[config.mk]
export PLATFORM = sky130hd
export DESIGN_NAME = cdc_handshake_sender
export DESIGN_NICKNAME = d
export VERILOG_FILES = /design/src/rtl/cdc_pkg.sv /design/src/rtl/ack_sync_chain.sv /design/src/rtl/cdc_handshake_sender.sv
export SDC_FILE = /design/constraint.sdc
export NUM_CORES = 1
export LEC_CHECK = 0
export CELL_PAD_IN_SITES_DETAIL_PLACEMENT = 0
export CELL_PAD_IN_SITES_GLOBAL_PLACEMENT = 1
export CORE_UTILIZATION = 24
export DETAILED_ROUTE_END_ITERATION = 10
export PLACE_DENSITY = 0.76
export REMOVE_ABC_BUFFERS = 1
export SETUP_SLACK_MARGIN = 0.4
export SKIP_CTS_REPAIR_TIMING = 1
export SYNTH_ARGS = -nofsm -noshare
export SYNTH_HDL_FRONTEND = slang
export SYNTH_SLANG_ARGS = --single-unit
[constraint.sdc]
create_clock -name clk -period 1.1 [get_ports clk]
set_input_delay 0.11 -clock clk [delete_from_list [all_inputs] [get_ports clk]]
set_output_delay 0.11 -clock clk [all_outputs]
set_load 0.03 [all_outputs]
[src/rtl/cdc_pkg.sv]
//------------------------------------------------------------------------------
// Module : cdc_pkg
// Brief  : Shared types and constants for the toggle req/ack CDC blocks.
// Rev    : 1.0 - initial release
//------------------------------------------------------------------------------
`default_nettype none

package cdc_pkg;

  localparam int SYNC_STAGES_MIN    = 2;
  localparam int DATA_WIDTH_DEFAULT = 8;

  typedef enum logic [0:0] {
    IDLE     = 1'b0,
    WAIT_ACK = 1'b1
  } state_e;

endpackage

`default_nettype wire

[src/rtl/ack_sync_chain.sv]
//------------------------------------------------------------------------------
// Module : ack_sync_chain
// Brief  : Multi-flop single-bit synchronizer with synchronous reset.
// Rev    : 1.0 - initial release
//------------------------------------------------------------------------------
`default_nettype none

module ack_sync_chain
  import cdc_pkg::*;
#(
  parameter int STAGES = 2
) (
  input  logic clk,
  input  logic reset,
  input  logic async_in,
  output logic sync_out
);

  // Depths below the metastability-safe minimum are raised to it.
  localparam int DEPTH = (STAGES < SYNC_STAGES_MIN) ? SYNC_STAGES_MIN : STAGES;

  logic [DEPTH-1:0] sync_q;
  logic [DEPTH-1:0] sync_d;

  always_comb begin
    sync_d = {sync_q[DEPTH-2:0], async_in};
  end

  always_ff @(posedge clk) begin
    if (reset) begin
      sync_q <= '0;
    end else begin
      sync_q <= sync_d;
    end
  end

  assign sync_out = sync_q[DEPTH-1];

endmodule

`default_nettype wire

[src/rtl/cdc_handshake_sender.sv]
//------------------------------------------------------------------------------
// Module : cdc_handshake_sender
// Brief  : Source end of a toggle req/ack CDC; holds one word per transfer.
//          Optional WAIT_ACK timeout flag enabled by CDC_SENDER_TIMEOUT_EN.
// Rev    : 1.0 - initial release
//------------------------------------------------------------------------------
`default_nettype none

module cdc_handshake_sender
  import cdc_pkg::*;
#(
  parameter int DATA_WIDTH     = DATA_WIDTH_DEFAULT,
  parameter int SYNC_STAGES    = 2,
  parameter int TIMEOUT_CYCLES = 1024
) (
  input  logic                  clk,
  input  logic                  reset,
  input  logic                  in_valid,
  output logic                  in_ready,
  input  logic [DATA_WIDTH-1:0] in_data,
  output logic                  xfer_req,
  output logic [DATA_WIDTH-1:0] xfer_data,
  input  logic                  xfer_ack_async,
  output logic                  busy
`ifdef CDC_SENDER_TIMEOUT_EN
  ,
  output logic                  timeout_err
`endif
);

  state_e                state_q, state_d;
  logic                  req_q, req_d;
  logic [DATA_WIDTH-1:0] data_q, data_d;
  logic                  ack_s;
  logic                  accept;

  ack_sync_chain #(
    .STAGES   (SYNC_STAGES)
  ) u_ack_sync (
    .clk      (clk),
    .reset    (reset),
    .async_in (xfer_ack_async),
    .sync_out (ack_s)
  );

  // Ready comes from state only, so upstream valid cannot loop back into it.
  assign in_ready = (state_q == IDLE) && !reset;
  assign accept   = in_valid && in_ready;

  always_comb begin
    state_d = state_q;
    req_d   = req_q;
    data_d  = data_q;
    case (state_q)
      IDLE: begin
        if (accept) begin
          data_d  = in_data;
          req_d   = ~req_q;
          state_d = WAIT_ACK;
        end
      end
      WAIT_ACK: begin
        if (ack_s == req_q) begin
          state_d = IDLE;
        end
      end
      default: state_d = IDLE;
    endcase
  end

  always_ff @(posedge clk) begin
    if (reset) begin
      state_q <= IDLE;
      req_q   <= 1'b0;
      data_q  <= '0;
    end else begin
      state_q <= state_d;
      req_q   <= req_d;
      data_q  <= data_d;
    end
  end

  assign xfer_req  = req_q;
  assign xfer_data = data_q;
  assign busy      = (state_q == WAIT_ACK);

`ifdef CDC_SENDER_TIMEOUT_EN
  localparam int                CNT_W   = $clog2(TIMEOUT_CYCLES + 1);
  localparam logic [CNT_W-1:0]  CNT_MAX = CNT_W'(TIMEOUT_CYCLES);

  logic [CNT_W-1:0] cnt_q, cnt_d;
  logic             err_q, err_d;

  // Counter saturates at the limit; the error flag is sticky until reset.
  always_comb begin
    cnt_d = cnt_q;
    err_d = err_q;
    if (accept) begin
      cnt_d = '0;
    end else if (state_q == WAIT_ACK) begin
      if (cnt_q != CNT_MAX) begin
        cnt_d = cnt_q + CNT_W'(1);
      end
      if (cnt_d == CNT_MAX) begin
        err_d = 1'b1;
      end
    end
  end

  always_ff @(posedge clk) begin
    if (reset) begin
      cnt_q <= '0;
      err_q <= 1'b0;
    end else begin
      cnt_q <= cnt_d;
      err_q <= err_d;
    end
  end

  assign timeout_err = err_q;
`else
  // Timeout limit has no effect in this build; fold it into a sink net.
  logic unused_timeout_cycles;
  assign unused_timeout_cycles = (TIMEOUT_CYCLES > 0);
`endif

endmodule

`default_nettype wire

# Word level (Yosys, flattened, before mapping)
# Index checks and enable logic that the tools add are counted.
# Widths: inputs -> output; s select.
[word_totals] ff_bits=12 out_inout_bits=11
[classes] n_eq_ne=1 n_mux=3 n_bitwise=2 reduce_logical=4
[op_table] operator="$logic_and 1x1->1" count=2
[op_table] operator="$mux 1" count=2
[op_table] operator="$not 1->1" count=2
[op_table] operator="$pmux 1 s2" count=1
[op_table] operator="$reduce_and 2->1" count=1
[op_table] operator="$eq 1x1->1" count=1
[op_table] operator="$logic_not 1->1" count=1

# Depth between registers and ports, before layout
# Gate-level depths: netlist of the first run.
[depth] ltp_word=5 ltp_mapped=4 mapped_depth_nobuf=3

# Modules after synthesis
# Synthesis of the first run repeated with hierarchy kept, for this count alone.
[unflattened] hier_cells=49 hier_area_um2=415.4
[by_module_without_submodules] module="cdc_handshake_sender" n_inst=1 cells_per_inst=45 area_each_um2=362.8
[by_module_without_submodules] module="ack_sync_chain" n_inst=1 cells_per_inst=4 area_each_um2=52.6

# Worst setup path after synthesis of the first run
# Ideal clock, no wire load.
[synth_path] kind="register to register" startpoint="register state_q (netlist: busy)" endpoint="register data_q[0] (netlist: xfer_data[0])" setup_time_ns=0.071 arrival_time_ns=1.001 required_time_ns=1.029 path_slack_ns=0.029 stages_incl_launch_ff=5 path_buffers=1 period_less_slack_ns=1.071 cell_sequence="dfxtp_1 -> nand2b_1 -> buf_2 -> nand2_1 -> a21oi_1"
[synth_via] elab_chain_cells=4
[synth_lines] element="from (decl)" line_no="cdc_handshake_sender.sv:31" text="state_e state_q, state_d;"
[synth_lines] element="from (signal assigned)" line_no="cdc_handshake_sender.sv:77" text="state_q <= state_d;"
[synth_lines] element="$not 1->1 (no source line) *"
[synth_lines] element="$logic_and 1x1->1" line_no="cdc_handshake_sender.sv:47" text="assign in_ready = (state_q == IDLE) && !reset;"
[synth_lines] element="$logic_and 1x1->1" line_no="cdc_handshake_sender.sv:48" text="assign accept = in_valid && in_ready;"
[synth_lines] element="$reduce_and 2->1 (no source line) *"
[synth_lines] element="to (signal assigned)" line_no="cdc_handshake_sender.sv:79" text="data_q <= data_d;"
[synth_lines] element="to (decl)" line_no="cdc_handshake_sender.sv:33" text="logic [DATA_WIDTH-1:0] data_q, data_d;"
# Every way passes the cells marked *; elsewhere a longest branch is shown, timed or not.
# A chain may end at the register's enable or synchronous reset.

# Worst setup path in the final report of the first run
[layout_path] startpoint="register state_q (netlist: busy)" endpoint="output port in_ready"
[layout_via] elab_chain_cells=2
[layout_lines] element="$not 1->1 (no source line)"
[layout_lines] element="$logic_and 1x1->1" line_no="cdc_handshake_sender.sv:47"
[layout_lines] element="to (decl)" line_no="cdc_handshake_sender.sv:19" text="output logic in_ready,"
# Every way passes these cells.

==> metrics.md, run 1 <==
| Metric | Value |
|---|---|
| Status | finished, final reports clean |
| Drc violations | 0 |
| CP Cell Sequence | nor2_4, buf_6 |
| I/O Pins | 23 |
| Worst Hold End | u_ack_sync.sync_q[0]$_SDFF_PP0_ |
| Worst setup margin | 0.139 ns |
| Chip height | 43.6 µm |
| Final wirelength | about 970 µm |
| Max IR drop VDD | slightly below 800 µV |
| EDFF count, synth | 0 |
| Slowest cell on crit path | dfxtp_4 |
| Static leakage | around 0.33 nW |
| Largest net degree at the start of global routing | 11 |
| Period utilisation layout | 87.4% |
| Synth unique cells | 11 |
| 1st-pass router iterations | 2 |
| Sequential share of the synthesized area | between 50% and 60% |
| Layout cells sized above 1 | approximately two fifths |
| Pre-CTS WS | -0.0806 ns |
| Most frequent cell after synthesis | nand2_1 |
| Critical Path AT | ~0.85 ns |
| Port bufs | 22 |
| TritonCTS clock tree | built |
| Critical path startpoint | busy$_SDFF_PP0_ |
| Detailed-route vias per instance | between 4 and 5 |
| Cells after Synth | ~50 |
| Worst Skew | approximately 0.0049 ns |
| First-pass GRT wire length | ~1.5 mm |
| Min cycle time layout | a little under 1 ns |
| Maximum clock frequency | 1040 MHz |
| Post-synth top cells | nand2_1 (16), dfxtp_1 (12), a21oi_1 (9) |
| Hold path cells | 2 |
| Hpwl dp | around 610 µm |
| Unrepaired setup endpoints after global routing | true |
| #FFs+latches synth | 12 |
| Startpoint Class | flop |
| Mapped Avg Cell Area | 8.48 µm² |
| Routed WL per cell | approximately 11 µm |
| Antenna violations before repair | 0 |
| Slowest stage delay, CP | around 0.37 ns |
| Worst reg-to-reg setup slack | between 0.15 and 0.2 ns |
| Hold path start | reset |
| Row Count | 14 |
| Grt ovf | 0 |
| RePlAce Congestion | roughly 0.62 |
| Die area | ~1900 µm² |
| Post-Syn Area | just over 400 µm² |
| Clock transition at the registers of the reported paths | approximately 0.060 ns |
| Initial drt markers | 1 |
| Nets | 89 |
| Hold Violations, Final | 0 |
| HP Class | input port to flop |
| CTS Buffer Depth | 2 |
| Area Overhead vs Synth | 77.7% |
| Critical Path RT | approximately 0.99 ns |
| Slew Limit Fails | 0 |
| Htree depth | 1 |
| Post-synth top area cell | dfxtp_1 |
| Antenna Cells | 0 |
| CP endpoint kind | output port |
| Setup violators final | 0 |
| Total Routing Usage GR | around 11% |
| CP Max Fanout | 5 |
| Largest cells by area after synthesis | dfxtp_1 (58%), nand2_1 (14%), a21oi_1 (11%), nor2b_1 (4.5%), nor2_1 (2.7%) |
| Synth top area share | between 50% and 60% |
| Worst-Margin Slew | roughly 0.23 ns |
| CTS Sinks | 12 |
| Power Density | roughly 1300 nW/µm² |
| Final hold slack | 0.161 ns |
| Core Region | between 1500 and 2000 µm² |
| Initial Utilization | around a quarter |
| R2r worst-path depth | 4 |
| Final Util | between 40% and 50% |
| Pwr Total | between 0.9 and 1 mW |
| Reg-to-Reg Start | busy$_SDFF_PP0_ |
| YS warnings | 0 |
| Root Buffer | clkbuf_4 |
| Slew headroom | 84.7% |
| Vias in the first global route | ~380 |
| Later-pin clock latency in the skew report | 0.27 ns |
| Ys async rst share | 0% |
| R2R Path End | xfer_req$_SDFFE_PP0P_ |
| Top_reg_cell synth | dfxtp_1 |
| Final ANT Viol Nets | 0 |
| Critical path type | flop to output port |
| Num CTS Buffers | 3 |
| Via Count | 390 |
| Die Wd | roughly 44 µm |
| Max-Cap Viols | 0 |
[cell usage in the layout (no fill, tap or decap)]
cell type / synthesis / layout
dlymetal6s2s_1: 0 / 2
clkdlybuf4s50_1: 0 / 9
nor2b_4: 0 / 1
nor2_4: 0 / 1
dfxtp_4: 0 / 2
a21oi_1: 9 / 9
clkbuf_4: 0 / 3
xnor2_1: 1 / 1
clkbuf_2: 0 / 1
nand2_1: 16 / 16
dfxtp_1: 12 / 3
dfxtp_2: 0 / 7
nor2_1: 3 / 2
buf_4: 1 / 4
xor2_1: 1 / 1
buf_6: 0 / 10
nor2b_1: 3 / 2
nand2b_2: 0 / 1
[through the flow]
stage / setup TNS [ns] / instances / instance area [µm²]
4_1_cts: -0.828 / 89 / 657
5_1_grt: 0 / 91 / 738
3_3_place_gp: -0.189 / 86 / 634
6_report: 0 / 91 / 738
2_1_floorplan: -0.413 / 46 / 399
3_5_place_dp: -0.366 / 86 / 634
[routing by layer]
| layer | up-vias | share of wire, % | global-route usage, % |
|---|---|---|---|
| met5 | - | 0 | 0 |
| met4 | 0 | 2.6 | 9.38 |
| met1 | 161 | 46 | 14.9 |
| li1 | 206 | - | - |
| met3 | 4 | 7.3 | 2.92 |
| met2 | 19 | 44 | 15.5 |
[worst max-delay path, delay by kind of cell (launching register included)]
kind	cells	cell delay [ns]
simple gates	1	0.08
flops	1	0.37
buf+inv	1	0.13
[worst max-delay path by stage]
| stage | endpoint | slack, ns | depth (start not counted) |
|---|---|---|---|
| after floorplan | xfer_req$_SDFFE_PP0P_ | -0.09 | 3 |
| after global placement | xfer_req$_SDFFE_PP0P_ | -0.06 | 5 |
| after detailed placement | xfer_req$_SDFFE_PP0P_ | -0.08 | 5 |
| after CTS | xfer_data[3] | -0.28 | 1 |
| after global routing | in_ready | 0.10 | 2 |
| final | in_ready | 0.14 | 2 |
[cell families after synthesis]
group | Yosys count | synth area share (%)
compound gates | 9 | 10.8
xor+xnor | 2 | 4.22
buf+inv | 3 | 3.91
flops | 12 | 57.8
simple gates | 23 | 23.2
[final cells by class]
type                            count  area (µm²)
Tap cell                           16        20.0
Timing Repair Buffer               26         263
Sequential cell                    12         256
Multi-Input combinational cell     34         176
Fill cell                         153         821
Clock buffer                        3        22.5
[flip-flops by register name, indices dropped and copies added (netlist names)]
register           flops
xfer_req               1
busy                   1
u_ack_sync.sync_q      2
xfer_data              8
[report_power, final]
| group | total, mW | switching, mW | internal [mW] |
|---|---|---|---|
| Clock | 0.260 | 0.133 | 0.127 |
| Combinational | 0.245 | 0.119 | 0.126 |
| Sequential | 0.491 | 0.0237 | 0.467 |
| Total | 0.995 | 0.276 | 0.720 |
Note: power is estimated with default switching activity, not from simulation.
==> run 2: changes to the inputs <==
--- a/config.mk
+++ b/config.mk
@@ -7,12 +7,16 @@
 export LEC_CHECK = 0
 export CELL_PAD_IN_SITES_DETAIL_PLACEMENT = 0
 export CELL_PAD_IN_SITES_GLOBAL_PLACEMENT = 1
-export CORE_UTILIZATION = 24
+export CORE_AREA = 2 2 39 41
+export CTS_CLUSTER_DIAMETER = 30
 export DETAILED_ROUTE_END_ITERATION = 10
-export PLACE_DENSITY = 0.76
+export DIE_AREA = 0 0 41 43
+export DONT_BUFFER_PORTS = 1
+export PLACE_DENSITY = 0.62
 export REMOVE_ABC_BUFFERS = 1
 export SETUP_SLACK_MARGIN = 0.4
 export SKIP_CTS_REPAIR_TIMING = 1
+export SLEW_MARGIN = 15
 export SYNTH_ARGS = -nofsm -noshare
 export SYNTH_HDL_FRONTEND = slang
 export SYNTH_SLANG_ARGS = --single-unit
==> run 2 against run 1 <==
  * The run now ends with negative hold slack left
  * Via count shrank 8.5%
  * Non-clock buffer count shrank 12
  * Final area shrank 15%
  * Worst hold slack worse by 0.27 ns
  * Global-route usage down 1.3 points
  * Power is 2.8% higher
  * Sequential power about the same
  * Critical path depth grew 1
  * Critical path type unchanged
  * Critical endpoint unchanged
  * Largest cell class is now sequential cells
==> metrics.md, run 2 (synthesis gave the netlist of run 1 again) <==
| Metric | Value |
|---|---|
| Row Count | 14 (unchanged) |
| Die area | 1760 µm² (was 1900 µm²) |
| Die Wd | 41 µm (was 43.6 µm) |
| Commonest non-fill, non-tap cell in the layout | nand2_1 (unchanged) |
| Pwr Total | 1.02 mW (was 0.995 mW) |
| Port bufs | 0 (was 22) |
| Static leakage | 0.266 nW (was 0.329 nW) |
| Max IR drop VDD | 945 µV (was 787 µV) |
| Worst-Margin Slew | 0.162 ns (was 0.229 ns) |
| Worst reg-to-reg setup slack | 0.18 ns (was 0.19 ns) |
| Detailed-route vias per instance | 4.46 (was 4.29) |
| Failing checks | negative hold slack |
| Initial drt markers | 2 (was 1) |
| First-pass GRT wire length | 1.19 mm (was 1.53 mm) |
| Power Density | 1630 nW/µm² (was 1350 nW/µm²) |
| Later-pin clock latency in the skew report | 0.26 ns (was 0.27 ns) |
| 1st-pass router iterations | 2 (unchanged) |
| Root Buffer | clkbuf_4 (unchanged) |
| Max-Cap Viols | 0 (unchanged) |
| Chip height | 43 µm (was 43.6 µm) |
| Startpoint Class | flop (unchanged) |
| TritonCTS clock tree | built (unchanged) |
| Reg-to-Reg Start | busy$_SDFF_PP0_ (unchanged) |
| Critical path startpoint | busy$_SDFF_PP0_ (unchanged) |
| Critical Path RT | 0.99 ns (about the same) |
| Slew Limit Fails | 0 (unchanged) |
| RePlAce Congestion | 0.589 (was 0.615) |
| HP Class | input port to flop (unchanged) |
| Final ANT Viol Nets | 0 (unchanged) |
| R2R Path End | xfer_req$_SDFFE_PP0P_ (unchanged) |
| Hpwl dp | 593 µm (was 613 µm) |
| Largest net degree at the start of global routing | 14 (was 11) |
| Via Count | 357 (was 390) |
| Area Overhead vs Synth | 51.5% (was 77.7%) |
| Critical Path AT | 0.95 ns (was 0.85 ns) |
| Layout cells sized above 1 | 45.3% (was 40.0%) |
| Drc violations | 0 (unchanged) |
| Min cycle time layout | 1.06 ns (was 0.961 ns) |
| CP Max Fanout | 4 (was 5) |
| Nets | 77 (was 89) |
| Hold path start | reset (unchanged) |
| CTS Sinks | 12 (unchanged) |
| Routed WL per cell | 10.5 µm (was 10.7 µm) |
| CTS Buffer Depth | 2 (unchanged) |
| CP endpoint kind | output port (unchanged) |
| Final hold slack | -0.105 ns (was 0.161 ns) |
| Most frequent cells in the layout | nand2_1 (16), buf_6 (11), a21oi_1 (9), dfxtp_2 (9) (was nand2_1 (16), buf_6 (10), a21oi_1 (9), clkdlybuf4s50_1 (9), dfxtp_2 (7)) |
| Worst Skew | 0.00321 ns (was 0.00489 ns) |
| Status | finished with violations (was finished, final reports clean) |
| Max FFs per register | 8 (unchanged) |
| Unrepaired setup endpoints after global routing | true (unchanged) |
| Clock transition at the registers of the reported paths | 0.08 ns (was 0.06 ns) |
| Num CTS Buffers | 3 (unchanged) |
| Htree depth | 1 (unchanged) |
| Placed Instances | 75 (was 86) |
| Antenna violations before repair | 0 (unchanged) |
| Slew headroom | 89.2% (was 84.7%) |
| Vias in the first global route | 304 (was 379) |
| Worst Hold End | xfer_data[4]$_SDFFE_PP0P_ (was u_ack_sync.sync_q[0]$_SDFF_PP0_) |
| Final wirelength | 843 µm (was 971 µm) |
| Critical path type | flop to output port (unchanged) |
| Initial Utilization | 30.0% (was 26.6%) |
| Finished Layout Cells | 80 (was 91) |
| Hold path cells | 1 (was 2) |
| Hold Violations, Final | 11 (was 0) |
| Core Region | 1380 µm² (was 1560 µm²) |
| Antenna Cells | 0 (unchanged) |
| Total Routing Usage GR | 10.1% (was 11.4%) |
| Period utilisation layout | 96.4% (was 87.4%) |
| I/O Pins | 23 (unchanged) |
| R2r worst-path depth | 4 (unchanged) |
| Grt ovf | 0 (unchanged) |
| Maximum clock frequency | 943 MHz (was 1040 MHz) |
| Setup violators final | 0 (unchanged) |
## run 2: metrics by stage
stage	hold WS (ns)	util [%]	worst slack, ns	TNS [ns]	instance area [µm²]
detailed placement	0.183	37.3	0.161	0	517
finish	-0.105	45.5	0.0399	0	629
CTS	-0.103	40.0	-0.0564	-0.0564	553
global placement	0.181	37.3	0.183	0	517
floorplan	0.179	-	-0.0903	-0.413	399
global route	-0.133	45.5	-0.0267	-0.0267	629
## run 2: how the worst max path moves through the flow
| stage | endpoint | slack (ns) | cells past startpoint |
|---|---|---|---|
| 2_1_floorplan | xfer_req$_SDFFE_PP0P_ | -0.09 | 3 |
| 3_3_place_gp | xfer_data[1]$_SDFFE_PP0P_ | 0.18 | 3 |
| 3_5_place_dp | xfer_data[5]$_SDFFE_PP0P_ | 0.16 | 3 |
| 4_1_cts | in_ready | -0.06 | 3 |
| 5_1_grt | in_ready | -0.03 | 3 |
| 6_report | in_ready | 0.04 | 3 |
## run 2: power by group
group	leakage, nW	switching, mW	internal, mW	total (mW)
sequential	0.103	0.0210	0.468	0.489
combinational	0.142	0.102	0.0886	0.190
clock	0.0210	0.143	0.201	0.344
## run 2: per-layer routing
metal  track usage (%)  up-vias  part of all wire [%]
met2              14.7       14                    42
li1                  -      184                     -
met5                 0        -                     0
met4              6.00        0                  0.59
met3              5.24        2                   9.4
met1              11.1      157                    48
## run 2: layout make-up
type                    count  area [µm²]
fillers                   139         754
flip-flops and latches     12         255
multi-input cells          34         169
repair buffers             14         149
clock buffers               4        36.3
well taps                  16        20.0
## run 2: worst max-delay path: stages (launching register included)
cell and delay [ns]:
dfxtp_2 0.34, buf_6 0.14, nor2_4 0.08, buf_6 0.13
